<file path="src/rtl/prog_counter_pkg.sv">
// Shared types for the programmable counter.
// Mode encodings and the one-shot FSM state.
package prog_counter_pkg;

    localparam logic [1:0] MODE_WRAP    = 2'b00;
    localparam logic [1:0] MODE_SAT     = 2'b01;
    localparam logic [1:0] MODE_ONESHOT = 2'b10;

    typedef enum logic [1:0] {
        IDLE = 2'b00,
        RUN  = 2'b01,
        DONE = 2'b10
    } state_e;

endpackage

</file>
<file path="src/rtl/prog_counter_if.sv">
// Control and status bundle of the programmable counter.
// master drives controls, slave (the counter) drives status.
interface prog_counter_if #(
    parameter int WIDTH = 32
);
    logic             clear;
    logic             en;
    logic             up;
    logic [1:0]       mode;
    logic             load;
    logic [WIDTH-1:0] load_val;
    logic             cfg_we;
    logic [WIDTH-1:0] cfg_max;
    logic             start;
    logic [WIDTH-1:0] count;
    logic             tc;
    logic             done;
    logic             busy;

    modport master (
        output clear, en, up, mode, load, load_val,
        output cfg_we, cfg_max, start,
        input  count, tc, done, busy
    );

    modport slave (
        input  clear, en, up, mode, load, load_val,
        input  cfg_we, cfg_max, start,
        output count, tc, done, busy
    );
endinterface

</file>
<file path="src/rtl/prog_counter_step.sv">
// Combinational step: next count, terminal test and
// whether the step lands exactly on the bound.
module prog_counter_step #(
    parameter int WIDTH = 32
) (
    input  logic [WIDTH-1:0] count_i,
    input  logic [WIDTH-1:0] lim_i,
    input  logic             up_i,
    output logic [WIDTH-1:0] nxt_o,
    output logic             at_term_o,
    output logic             reach_bound_o
);
    localparam logic [WIDTH-1:0] ONE = WIDTH'(1);

    // Up: bound is lim, and anything above it (after a load)
    // counts as terminal. Down: bound is zero.
    always_comb begin
        nxt_o         = up_i ? count_i + ONE : count_i - ONE;
        at_term_o     = up_i ? (count_i >= lim_i) : (count_i == '0);
        reach_bound_o = up_i ? (nxt_o == lim_i) : (nxt_o == '0);
    end
endmodule

</file>
<file path="src/rtl/prog_counter.sv">
// Programmable up/down counter with wrap, saturate and
// one-shot modes, runtime limit and parallel load.
module prog_counter
    import prog_counter_pkg::*;
#(
    parameter int WIDTH       = 32,
    parameter int MAX_DEFAULT = 9
) (
    input  logic           clk,
    input  logic           reset,
    prog_counter_if.slave  bus
);
    logic [WIDTH-1:0] count_q;
    logic [WIDTH-1:0] lim_q;
    logic             tc_q;
    logic             done_q;
    logic             busy_q;
    state_e           state_q;

    logic [WIDTH-1:0] nxt;
    logic             at_term;
    logic             reach_bound;
    logic             oneshot;

    prog_counter_step #(.WIDTH(WIDTH)) u_step (
        .count_i       (count_q),
        .lim_i         (lim_q),
        .up_i          (bus.up),
        .nxt_o         (nxt),
        .at_term_o     (at_term),
        .reach_bound_o (reach_bound)
    );

    assign oneshot = (bus.mode == MODE_ONESHOT);

    // Registers, priority clear > load > start > step, and FSM.
    always_ff @(posedge clk or posedge reset) begin
        if (reset) begin
            count_q <= '0;
            lim_q   <= WIDTH'(MAX_DEFAULT);
            tc_q    <= 1'b0;
            done_q  <= 1'b0;
            busy_q  <= 1'b0;
            state_q <= IDLE;
        end else begin
            tc_q <= 1'b0;
            if (bus.cfg_we) lim_q <= bus.cfg_max;
            if (!oneshot) begin
                state_q <= IDLE;
                busy_q  <= 1'b0;
            end
            if (bus.clear) begin
                count_q <= '0;
                done_q  <= 1'b0;
                state_q <= IDLE;
                busy_q  <= 1'b0;
            end else if (bus.load) begin
                count_q <= bus.load_val;
            end else if (bus.start && oneshot) begin
                state_q <= RUN;
                busy_q  <= 1'b1;
                done_q  <= 1'b0;
                count_q <= bus.up ? '0 : lim_q;
            end else if (bus.en) begin
                case (bus.mode)
                    MODE_SAT: begin
                        if (!at_term) begin
                            count_q <= nxt;
                            tc_q    <= reach_bound;
                        end
                    end
                    MODE_ONESHOT: begin
                        if (state_q == RUN) begin
                            if (at_term || reach_bound) begin
                                tc_q    <= 1'b1;
                                state_q <= DONE;
                                done_q  <= 1'b1;
                                busy_q  <= 1'b0;
                            end
                            if (!at_term) count_q <= nxt;
                        end
                    end
                    default: begin
                        if (at_term) begin
                            count_q <= bus.up ? '0 : lim_q;
                            tc_q    <= 1'b1;
                        end else begin
                            count_q <= nxt;
                        end
                    end
                endcase
            end
        end
    end

    assign bus.count = count_q;
    assign bus.tc    = tc_q;
    assign bus.done  = done_q;
    assign bus.busy  = busy_q;
endmodule

</file>
<file path="src/flat_wrapper.sv">
// flat-port wrapper written by rule: the top's interface ports become plain ports
module prog_counter_flat import prog_counter_pkg::*;
#(
    parameter int WIDTH       = 32,
    parameter int MAX_DEFAULT = 9
)
  (clk, reset, bus_clear, bus_en, bus_up, bus_mode, bus_load, bus_load_val, bus_cfg_we, bus_cfg_max, bus_start, bus_count, bus_tc, bus_done, bus_busy);
  prog_counter_if #(.WIDTH(WIDTH)) bus_i ();
  input  logic clk;
  input  logic reset;
  input wire logic [$bits(bus_i.clear)-1:0] bus_clear;
  input wire logic [$bits(bus_i.en)-1:0] bus_en;
  input wire logic [$bits(bus_i.up)-1:0] bus_up;
  input wire logic [$bits(bus_i.mode)-1:0] bus_mode;
  input wire logic [$bits(bus_i.load)-1:0] bus_load;
  input wire logic [$bits(bus_i.load_val)-1:0] bus_load_val;
  input wire logic [$bits(bus_i.cfg_we)-1:0] bus_cfg_we;
  input wire logic [$bits(bus_i.cfg_max)-1:0] bus_cfg_max;
  input wire logic [$bits(bus_i.start)-1:0] bus_start;
  output wire logic [$bits(bus_i.count)-1:0] bus_count;
  output wire logic [$bits(bus_i.tc)-1:0] bus_tc;
  output wire logic [$bits(bus_i.done)-1:0] bus_done;
  output wire logic [$bits(bus_i.busy)-1:0] bus_busy;
  assign bus_i.clear = bus_clear;
  assign bus_i.en = bus_en;
  assign bus_i.up = bus_up;
  assign bus_i.mode = bus_mode;
  assign bus_i.load = bus_load;
  assign bus_i.load_val = bus_load_val;
  assign bus_i.cfg_we = bus_cfg_we;
  assign bus_i.cfg_max = bus_cfg_max;
  assign bus_i.start = bus_start;
  assign bus_count = bus_i.count;
  assign bus_tc = bus_i.tc;
  assign bus_done = bus_i.done;
  assign bus_busy = bus_i.busy;
  prog_counter #(.WIDTH(WIDTH), .MAX_DEFAULT(MAX_DEFAULT)) u_core (.clk(clk), .reset(reset), .bus(bus_i));
endmodule
</file>
<file path="config.mk">
export PLATFORM = sky130hd
export DESIGN_NAME = prog_counter_flat
export DESIGN_NICKNAME = d
export VERILOG_FILES = /design/src/rtl/prog_counter_pkg.sv /design/src/rtl/prog_counter_if.sv /design/src/rtl/prog_counter_step.sv /design/src/rtl/prog_counter.sv /design/src/flat_wrapper.sv
export SDC_FILE = /design/constraint.sdc
export NUM_CORES = 1
export LEC_CHECK = 0
export CORE_MARGIN = 2
export CORE_UTILIZATION = 45
export CTS_BUF_LIST = sky130_fd_sc_hd__clkbuf_8
export CTS_CLUSTER_SIZE = 20
export DETAILED_ROUTE_END_ITERATION = 6
export PLACE_DENSITY = 0.8
export SYNTH_ARGS = -nofsm -noshare
export SYNTH_HDL_FRONTEND = slang
export SYNTH_SLANG_ARGS = --single-unit
</file>
<file path="constraint.sdc">
create_clock -name clk -period 3.5 [get_ports clk]
set_input_delay 0.525 -clock clk [delete_from_list [all_inputs] [get_ports clk]]
set_output_delay 0.525 -clock clk [all_outputs]
set_load 0.03 [all_outputs]
</file>
# Word level (Yosys, flattened, before mapping)
# Cells that the tools add are included.
[totals]
reg_bits = 69
word_cells = 70
out_inout_bits = 35
[op_classes]
eq_ne = 6
n_lt_le_gt_ge = 1
reduce_logical = 11
muxes = 44
add_sub_neg = 2
[op_table]
columns = ["op", "n"]
rows = [
  ["two-way mux 32 bit", 9],
  ["logical NOT 32 bit", 2],
  ["one-hot mux 32 bit (2 select lines)", 1],
  ["adder 32 x 1 -> 32 bit, second input constant", 1],
  ["equality test 32 bit", 1],
  ["greater-or-equal comparator 32 bit", 1],
  ["subtractor 32 x 1 -> 32 bit, second input constant", 1],
  ["two-way mux 1 bit", 25],
  ["two-way mux 2 bit", 8],
  ["nonzero test 3 bit", 4],
  ["inequality test 5 bit, second input constant", 1],
  ["AND reduction 5 bit", 1],
  ["equality test 2 x 1 -> 1 bit, second input constant", 2],
  ["nonzero test 4 bit", 1],
  ["equality test 2 bit, second input constant", 1],
  ["inequality test 2 bit, second input constant", 1],
  ["one-hot mux 1 bit (2 select lines)", 1],
  ["AND reduction 2 bit", 1],
  ["logical AND 1 bit", 1],
  ["logical OR 1 bit", 1],
]

# Longest topological paths before layout
# Gate-level depths: netlist (run 1).
[logic_depth]
word_depth = 12
depth_mapped = 16
mapped_depth_nobuf = 13

# By module
# A second synthesis (run 1) with hierarchy kept.
[unflattened]
cells_unflattened = 790
hier_area_um2 = 6940.4
[by_module_without_submodules]
columns = ["mod", "n_inst", "cells_per_inst", "area_per_inst_um2"]
rows = [
  ["prog_counter", 1, 305, 3507.1],
  ["prog_counter_step", 1, 485, 3433.3],
]

# Worst setup path before layout (run 1)
# No wires, ideal clock.
[synth_timing]
path_kind = "input to register"
from = "input bus_up"
to = "register u_core.busy_q, in the netlist u_core.bus.busy"
path_stages = 16
arrival_time_ns = 4.930
setup_time_ns = 0.144
setup_slack_ns = -1.574
n_path_buf = 3
cell_sequence = "buf_2 -> inv_2 -> clkbuf_1 -> ha_1 -> buf_6 -> a21o_1 -> a221o_2 -> xnor2_4 -> o21ai_1 -> or4_1 -> or4_1 -> or4_1 -> nor4_2 -> a41oi_1 -> o41ai_2 -> a21oi_1"
[synth_via]
elab_chain_len = 11
word_cells_on_any_way = 13
[synth_rtl]
columns = ["item", "line", "source"]
rows = [
  ["start: declaration", "flat_wrapper.sv:13", "input wire logic [$bits(bus_i.up)-1:0] bus_up;"],
  ["two-way mux 32 bit", "prog_counter_step.sv:18", "nxt_o = up_i ? count_i + ONE : count_i - ONE;"],
  ["equality test 32 bit / logical NOT 32 bit (equally long branches)", "prog_counter_step.sv:20", "reach_bound_o = up_i ? (nxt_o == lim_i) : (nxt_o == '0);"],
  ["two-way mux 1 bit", "prog_counter_step.sv:20", ""],
  ["logical OR 1 bit (*)", "prog_counter.sv:74", "if (at_term || reach_bound) begin"],
  ["two-way mux 1 bit (*)", "prog_counter.sv:74", ""],
  ["two-way mux 1 bit (*)", "prog_counter.sv:73", "if (state_q == RUN) begin"],
  ["two-way mux 1 bit (*)", "prog_counter.sv:65", "case (bus.mode)"],
  ["two-way mux 1 bit (*)", "prog_counter.sv:64", "end else if (bus.en) begin"],
  ["two-way mux 1 bit (*)", "prog_counter.sv:59", "end else if (bus.start && oneshot) begin"],
  ["two-way mux 1 bit (*)", "prog_counter.sv:57", "end else if (bus.load) begin"],
  ["two-way mux 1 bit (*)", "prog_counter.sv:52", "if (bus.clear) begin"],
  ["end signal: assignment", "prog_counter.sv:50", "busy_q <= 1'b0;"],
  ["end signal: assignment", "prog_counter.sv:56", "busy_q <= 1'b0;"],
  ["end signal: assignment", "prog_counter.sv:61", "busy_q <= 1'b1;"],
  ["end: declaration", "prog_counter.sv:17", "logic busy_q;"],
]
# Mark *: on every way between the ends. The rest lies on a longest branch, timed or not.
# A chain may end at the register's enable or synchronous reset.

# Worst setup path after layout (run 1)
[layout_timing]
from = "register u_core.count_q[0], in the netlist u_core.bus.count[0]"
to = "register u_core.tc_q, in the netlist u_core.bus.tc"
[layout_via]
elab_chain_len = 12
word_cells_on_any_way = 19
[layout_rtl]
columns = ["item", "line", "source"]
rows = [
  ["start: declaration", "prog_counter.sv:13", "logic [WIDTH-1:0] count_q;"],
  ["start signal: assignment", "prog_counter.sv:58", "count_q <= bus.load_val;"],
  ["start signal: assignment", "prog_counter.sv:63", "count_q <= bus.up ? '0 : lim_q;"],
  ["start signal: assignment", "prog_counter.sv:68", "count_q <= nxt;"],
  ["subtractor 32 x 1 -> 32 bit / adder 32 x 1 -> 32 bit (equally long branches)", "prog_counter_step.sv:18", ""],
  ["two-way mux 32 bit", "prog_counter_step.sv:18", ""],
  ["equality test 32 bit / logical NOT 32 bit (equally long branches)", "prog_counter_step.sv:20", ""],
  ["two-way mux 1 bit", "prog_counter_step.sv:20", ""],
  ["logical OR 1 bit", "prog_counter.sv:74", ""],
  ["two-way mux 1 bit", "prog_counter.sv:74", ""],
  ["two-way mux 1 bit", "prog_counter.sv:73", ""],
  ["one-hot mux 1 bit (2 select lines) (*)", "prog_counter.sv:65", ""],
  ["two-way mux 1 bit (*)", "prog_counter.sv:64", ""],
  ["two-way mux 1 bit (*)", "prog_counter.sv:59", ""],
  ["two-way mux 1 bit (*)", "prog_counter.sv:57", ""],
  ["two-way mux 1 bit (*)", "prog_counter.sv:52", ""],
  ["end signal: assignment", "prog_counter.sv:69", "tc_q <= reach_bound;"],
  ["end: declaration", "prog_counter.sv:15", "logic tc_q;"],
]
# Marked as above.

==> results.txt, run 1 <==
Max-cap violations = 0
Clock power share = 15.1%
Total power draw = 5.22 mW
Setup WS post-layout = -419 ps
Critical Path End Type = flip-flop
Sequential area share after synthesis = 24.3%
Peak VDD IR = 259 uV
Crit-path slowest cell = or4_1
DR vias = 8929
FMAX = 255 MHz
Largest net degree at the start of global routing = 70
Met1 usage = 47.4%
YS warnings = 0
Worst setup SP type = flip-flop
Routability Congestion = 1.02
Drt initial violations = 985
Max-Slew Margin vs Limit = 32.2%
First-pass GRT wire length = 44800 um
Pint = 2.94 mW
Yosys reg bits = 69
Die width = 130 um
Violated checks = setup timing
Status = complete, but fails checks
Clock Latency Late Sink = 400 ps
Longest Clk Path Bufs = 2
Flop pwr share = 18.8%
Die Area = 0.0168 sq mm
Worst path most repeated cell = or4_1
Final Setup Violations = 5
Fin crit period = 3920 ps
Met3 Use GR = 8.32%
Post-Syn Instances = 935
Cell breakdown of the critical path = fa_2 -> a21o_1 -> a211oi_2 -> nor2_1 -> or4_1 -> or4_1 -> or4_1 -> or4_4 -> nor4_4 -> a41oi_2 -> o41ai_2 -> buf_4 -> a32o_1
Top-count cell post-synth = a21oi_1
Synth area leaders = dfrtp_1 24%, ha_1 11%, a21oi_1 8.1%
Top fanout value on the critical path = 5
Core area = 0.0153 sq mm
Antenna diodes = 0
Min-Delay Path Class = flip-flop to flip-flop
Worst Tran Pin Value = 1020 ps
PortBufs = 108
Avg Cell Area, Syn = 7.60 sq um
Critical path class = flip-flop to flip-flop
GR Overflow Total = 0
Post-synthesis async set-or-reset flop share = 100%
Combinational power share = 66.1%
Reg clk slew, reported paths = 80 ps
CTS buffer count = 9
Worst path max stage delay = 490 ps
Sw frac = 43.6%
Post-synth top cells = 115 x a21oi_1, 78 x inv_1, 78 x nand2_1, 78 x o21ai_0, 74 x nor2_1
PD cells = 477 mW/mm^2
Starting Density = 46.4%
Post-synth EDFFs = 0
Clock Skews = 19.8 ps
GR Layer Usage met2 = 53.4%
Lkg Pwr = 5.14 nW
Vias in the first global route = 8427
Row cnt = 45
Io pins = 109
Top FF cell, synth = dfrtp_1
TritonCTS Sinks = 69
Final Hold Vio Count = 0
Post-Syn Nets = 1075
Unrepaired setup endpoints after global routing = yes
H-Tree Depth = 3
CTS tree = yes
Cell taking the most area after synthesis = dfrtp_1
DRT Pass-1 Iters = 5
Layout cells sized above 1 = 27.7%
Gr busiest metal = met2
Area Growth Syn to Fin = 54.1%
HPWL after DPL = 22300 um
Nets = 1411
Antenna Nets Post-Route = 0
Chip height = 130 um
WL/cell = 20.2 um
Top-area cell type share of the netlist area = 23.6%
CP required = 3820 ps
Routed vias/inst = 6.00
# DRC = 0
Period utilization = 112%
Hold Buf Count CTS = 0
Max-slew violations = 0
Detailed-route wire length = 30100 um
Worst Path Arrival = 4240 ps
Synth cell types = 75
Total track usage = 34.9%
Post-Syn Area = 0.00711 sq mm
Root Buffer Master = clkbuf_8
Critical path buffers and inverters = 1
Setup TNS = -2050 ps
Psw = 2.28 mW
CP top delay family = simple AND/OR/NAND/NOR gates
Initial antenna violation count = 1
[placed cells by master (no fill, tap or decap), types with 8 or more instances in the layout]
cell type and instances:
buf_4 256, xnor2_1 29, and2_1 8, clkdlybuf4s50_1 105, a21oi_1 106, ha_1 60
dfrtp_1 65, a211oi_1 21, o21ai_0 70, a211o_1 22, inv_1 79, nor2_1 73
nand4_1 17, clkbuf_8 9, xor2_1 13, a21o_1 21, nor3_1 33, a211oi_2 11
nor2b_1 9, nand2_1 77, nor4_1 9, nand3_1 13, a21oi_2 9, o21ai_1 8
[state kept, by name, summed over array words and instances, names as in the netlist]
name / count
u_core.bus.count: 32
u_core.lim_q: 32
u_core.state_q: 2
u_core.bus.busy: 1
u_core.bus.done: 1
u_core.bus.tc: 1
[kinds of logic after synthesis]
family	Yosys count	synth area share (%)
xor gates and xnor gates	48	6.76
buffers and inverters	132	7.50
adders and majority gates	66	11.7
muxes	5	0.722
DFF	69	24.3
AOI/OAI and AO/OA	333	29.7
and+or+nand+nor	282	19.3
[power by group through the flow]
stage                     combinational (mW)  clock [mW]  sequential (mW)
after floorplan                         1.43           0             1.12
final                                   3.45       0.790            0.980
after CTS                               3.23       0.785            0.974
after global routing                    3.65       0.806            0.987
after detailed placement                3.13           0            0.991
after global placement                  3.09           0            0.988
[path summary, 6_finish.rpt]
path / end / from / slack, ps / depth (start not counted)
max: u_core.bus.tc / u_core.bus.count[0] / -420 / 13
min: u_core.bus.done / u_core.bus.done / 530 / 1
max reg2reg: u_core.bus.tc / u_core.bus.count[0] / -420 / 13
min reg2reg: u_core.bus.done / u_core.bus.done / 530 / 1
max in group asynchronous: u_core.bus.count[17] / reset / 2070 / 3
min in group asynchronous: u_core.bus.count[7] / reset / 740 / 3
[cell type report]
cell class / count / area [sq um]
tap: 211 / 264
timing repair buffer: 378 / 3250
fill: 1169 / 4360
sequential: 69 / 1730
clock buffer: 9 / 124
multi-input combinational: 734 / 5190
inverter: 79 / 304
clock inverter: 7 / 92.6
[per-layer routing]
metal	part of all wire, %	wire [um]
met1	41	12300
met2	45	13400
met3	11	3300
met4	3.6	1070
met5	0	0
[stage by stage]
step	hold WS, ps	worst slack, ps	area (sq um)	cells	utilization (%)
floorplan	500	-524	7230	935	-
global placement	503	-1500	10300	1465	67.5
detailed placement	508	-1670	10300	1465	67.5
CTS	530	-352	10700	1485	70.0
global route	556	-519	11000	1487	71.5
finish	527	-419	11000	1487	71.5
[repair_timing]
item / CTS / global route
buffers inserted: 5 / 1
setup endpoints to repair: 33 / 37
cloned: 2 / 2
gates resized for setup: 35 / 37
pin swaps: 16 / 19
Power figures use the tool's default switching activity.
==> run 2: changes to the inputs <==
--- a/config.mk
+++ b/config.mk
@@ -7,7 +7,7 @@
 export LEC_CHECK = 0
 export CORE_MARGIN = 2
 export CORE_UTILIZATION = 45
-export CTS_BUF_LIST = sky130_fd_sc_hd__clkbuf_8
+export CTS_BUF_LIST = sky130_fd_sc_hd__clkbuf_16
 export CTS_CLUSTER_SIZE = 20
 export DETAILED_ROUTE_END_ITERATION = 6
 export PLACE_DENSITY = 0.8
==> results.txt, run 2 (same netlist as run 1, synthesis figures left out) <==
Status = complete, but fails checks
Violated checks = setup timing
Die Area = 0.0168 sq mm
Die width = 130 um
Nets = 1415
DRT Pass-1 Iters = 6
Area Growth Syn to Fin = 55.4%
Initial antenna violation count = 0
Core area = 0.0153 sq mm
Hold Startpoint = u_core.bus.done
Commonest non-fill, non-tap cell in the layout = buf_4
DR vias = 8934
Final Setup Violations = 5
CTS buffer count = 9
TritonCTS Sinks = 69
Total track usage = 35.3%
Max-slew violations = 0
# DRC = 0
Worst Tran Pin Value = 1000 ps
HPWL after DPL = 22300 um
Top fanout value on the critical path = 13
Total power draw = 5.50 mW
Clock Skews = 9.25 ps
Drt initial violations = 1136
Hold depth = 1
GR Overflow Total = 0
Hold Buf Count CTS = 0
FMAX = 253 MHz
Final Hold Vio Count = 0
Final core utilization = 72.2%
Reg clk slew, reported paths = 60 ps
FILL cells = 1161
Period utilization = 113%
Longest Clk Path Bufs = 2
Fin crit period = 3950 ps
First-pass GRT wire length = 45400 um
Io pins = 109
Pre-CTS setup slack = -1670 ps
WL/cell = 20.5 um
Antenna diodes = 0
H-Tree Depth = 3
Critical Path End Type = flip-flop
Worst Path Arrival = 4240 ps
Layout cells sized above 1 = 27.6%
CP required = 3780 ps
FF-to-FF End = u_core.bus.tc
Chip height = 130 um
Setup WS post-layout = -455 ps
Clock Latency Late Sink = 360 ps
Starting Density = 46.4%
Worst setup SP type = input port
Worst reg-to-reg setup slack = -390 ps
Row cnt = 45
Detailed-route wire length = 30600 um
Max-Slew Margin vs Limit = 33.2%
Critical path class = input port to flip-flop
Max-cap violations = 0
Commonest cells after routing, fill and taps aside = 263 x buf_4, 107 x a21oi_1, 105 x clkdlybuf4s50_1, 79 x inv_1, 77 x nand2_1
Root Buffer Master = clkbuf_16
Vias in the first global route = 8364
Worst Hold End = u_core.bus.done
Crit Reg-Reg Startpoint = u_core.bus.count[1]
Min-Delay Path Class = flip-flop to flip-flop
Unrepaired setup endpoints after global routing = yes
Peak VDD IR = 274 uV
Routability Congestion = 1.02
Antenna Nets Post-Route = 0
CTS tree = yes
PD cells = 498 mW/mm^2
Reg2Reg Depth = 14
Routed vias/inst = 5.99
PortBufs = 108
Lkg Pwr = 5.20 nW
Final hold slack = 522 ps
Largest net degree at the start of global routing = 70
[run 2: layer usage]
layer  global-route usage (%)  part of all wire (%)
met1                     49.5                    41
met2                     55.3                    44
met3                     6.11                    10
met4                     11.7                   4.0
met5                        0                     0
[run 2: worst max-delay path, stage by stage]
cell and delay, ps:
buf_4 120, inv_8 70, buf_12 150, buf_4 170, ha_1 340, nand2_1 90, o21ai_2 390, buf_4 210
a21oi_1 70, o2bb2ai_1 200, a2111o_1 310, nor3_1 270, o2111ai_1 240, a2111oi_2 330, nand4b_1 180, o41ai_2 230
buf_4 180, a32o_1 130
[run 2: report_power, final]
part | leakage, nW | switching, mW | internal [mW]
Sequential | 0.853 | 0.0894 | 0.892
Combinational | 4.19 | 1.82 | 1.66
Clock | 0.158 | 0.423 | 0.623
[run 2: area by class of cell]
type                       instances  area (sq um)  share of cell area [%]
inverter                          79           304                    2.75
timing repair buffer             382          3280                    29.7
sequential                        69          1730                    15.7
multi-input combinational        734          5160                    46.7
clock inverter                     7          92.6                   0.838
clock buffer                       9           225                    2.04
tap                              211           264                    2.39
[run 2: metrics by stage]
stage               cells  TNS, ps  area [sq um]
detailed placement   1465   -20210         10300
CTS                  1488    -1660         10800
finish               1491    -2210         11100
floorplan             935    -2600          7230
global route         1491    -5070         11100
global placement     1465   -17470         10300
[run 2: worst max-delay path by stage]
stage / cells after the start / slack (ps) / end / startpoint
3_5_place_dp: 17 / -1670 / u_core.bus.tc / bus_up
4_1_cts: 13 / -340 / u_core.bus.tc / u_core.bus.count[1]
3_3_place_gp: 17 / -1500 / u_core.bus.done / bus_up
6_report: 18 / -450 / u_core.bus.tc / bus_up
5_1_grt: 14 / -540 / u_core.bus.tc / u_core.bus.count[1]
2_1_floorplan: 16 / -520 / u_core.state_q[0] / bus_up
[run 2: repair_timing]
item,CTS,global route
endpoints found under the setup margin,33,37
buffers inserted,5,2
gates resized for setup,29,37
gates cloned,2,2
pin swaps,9,21
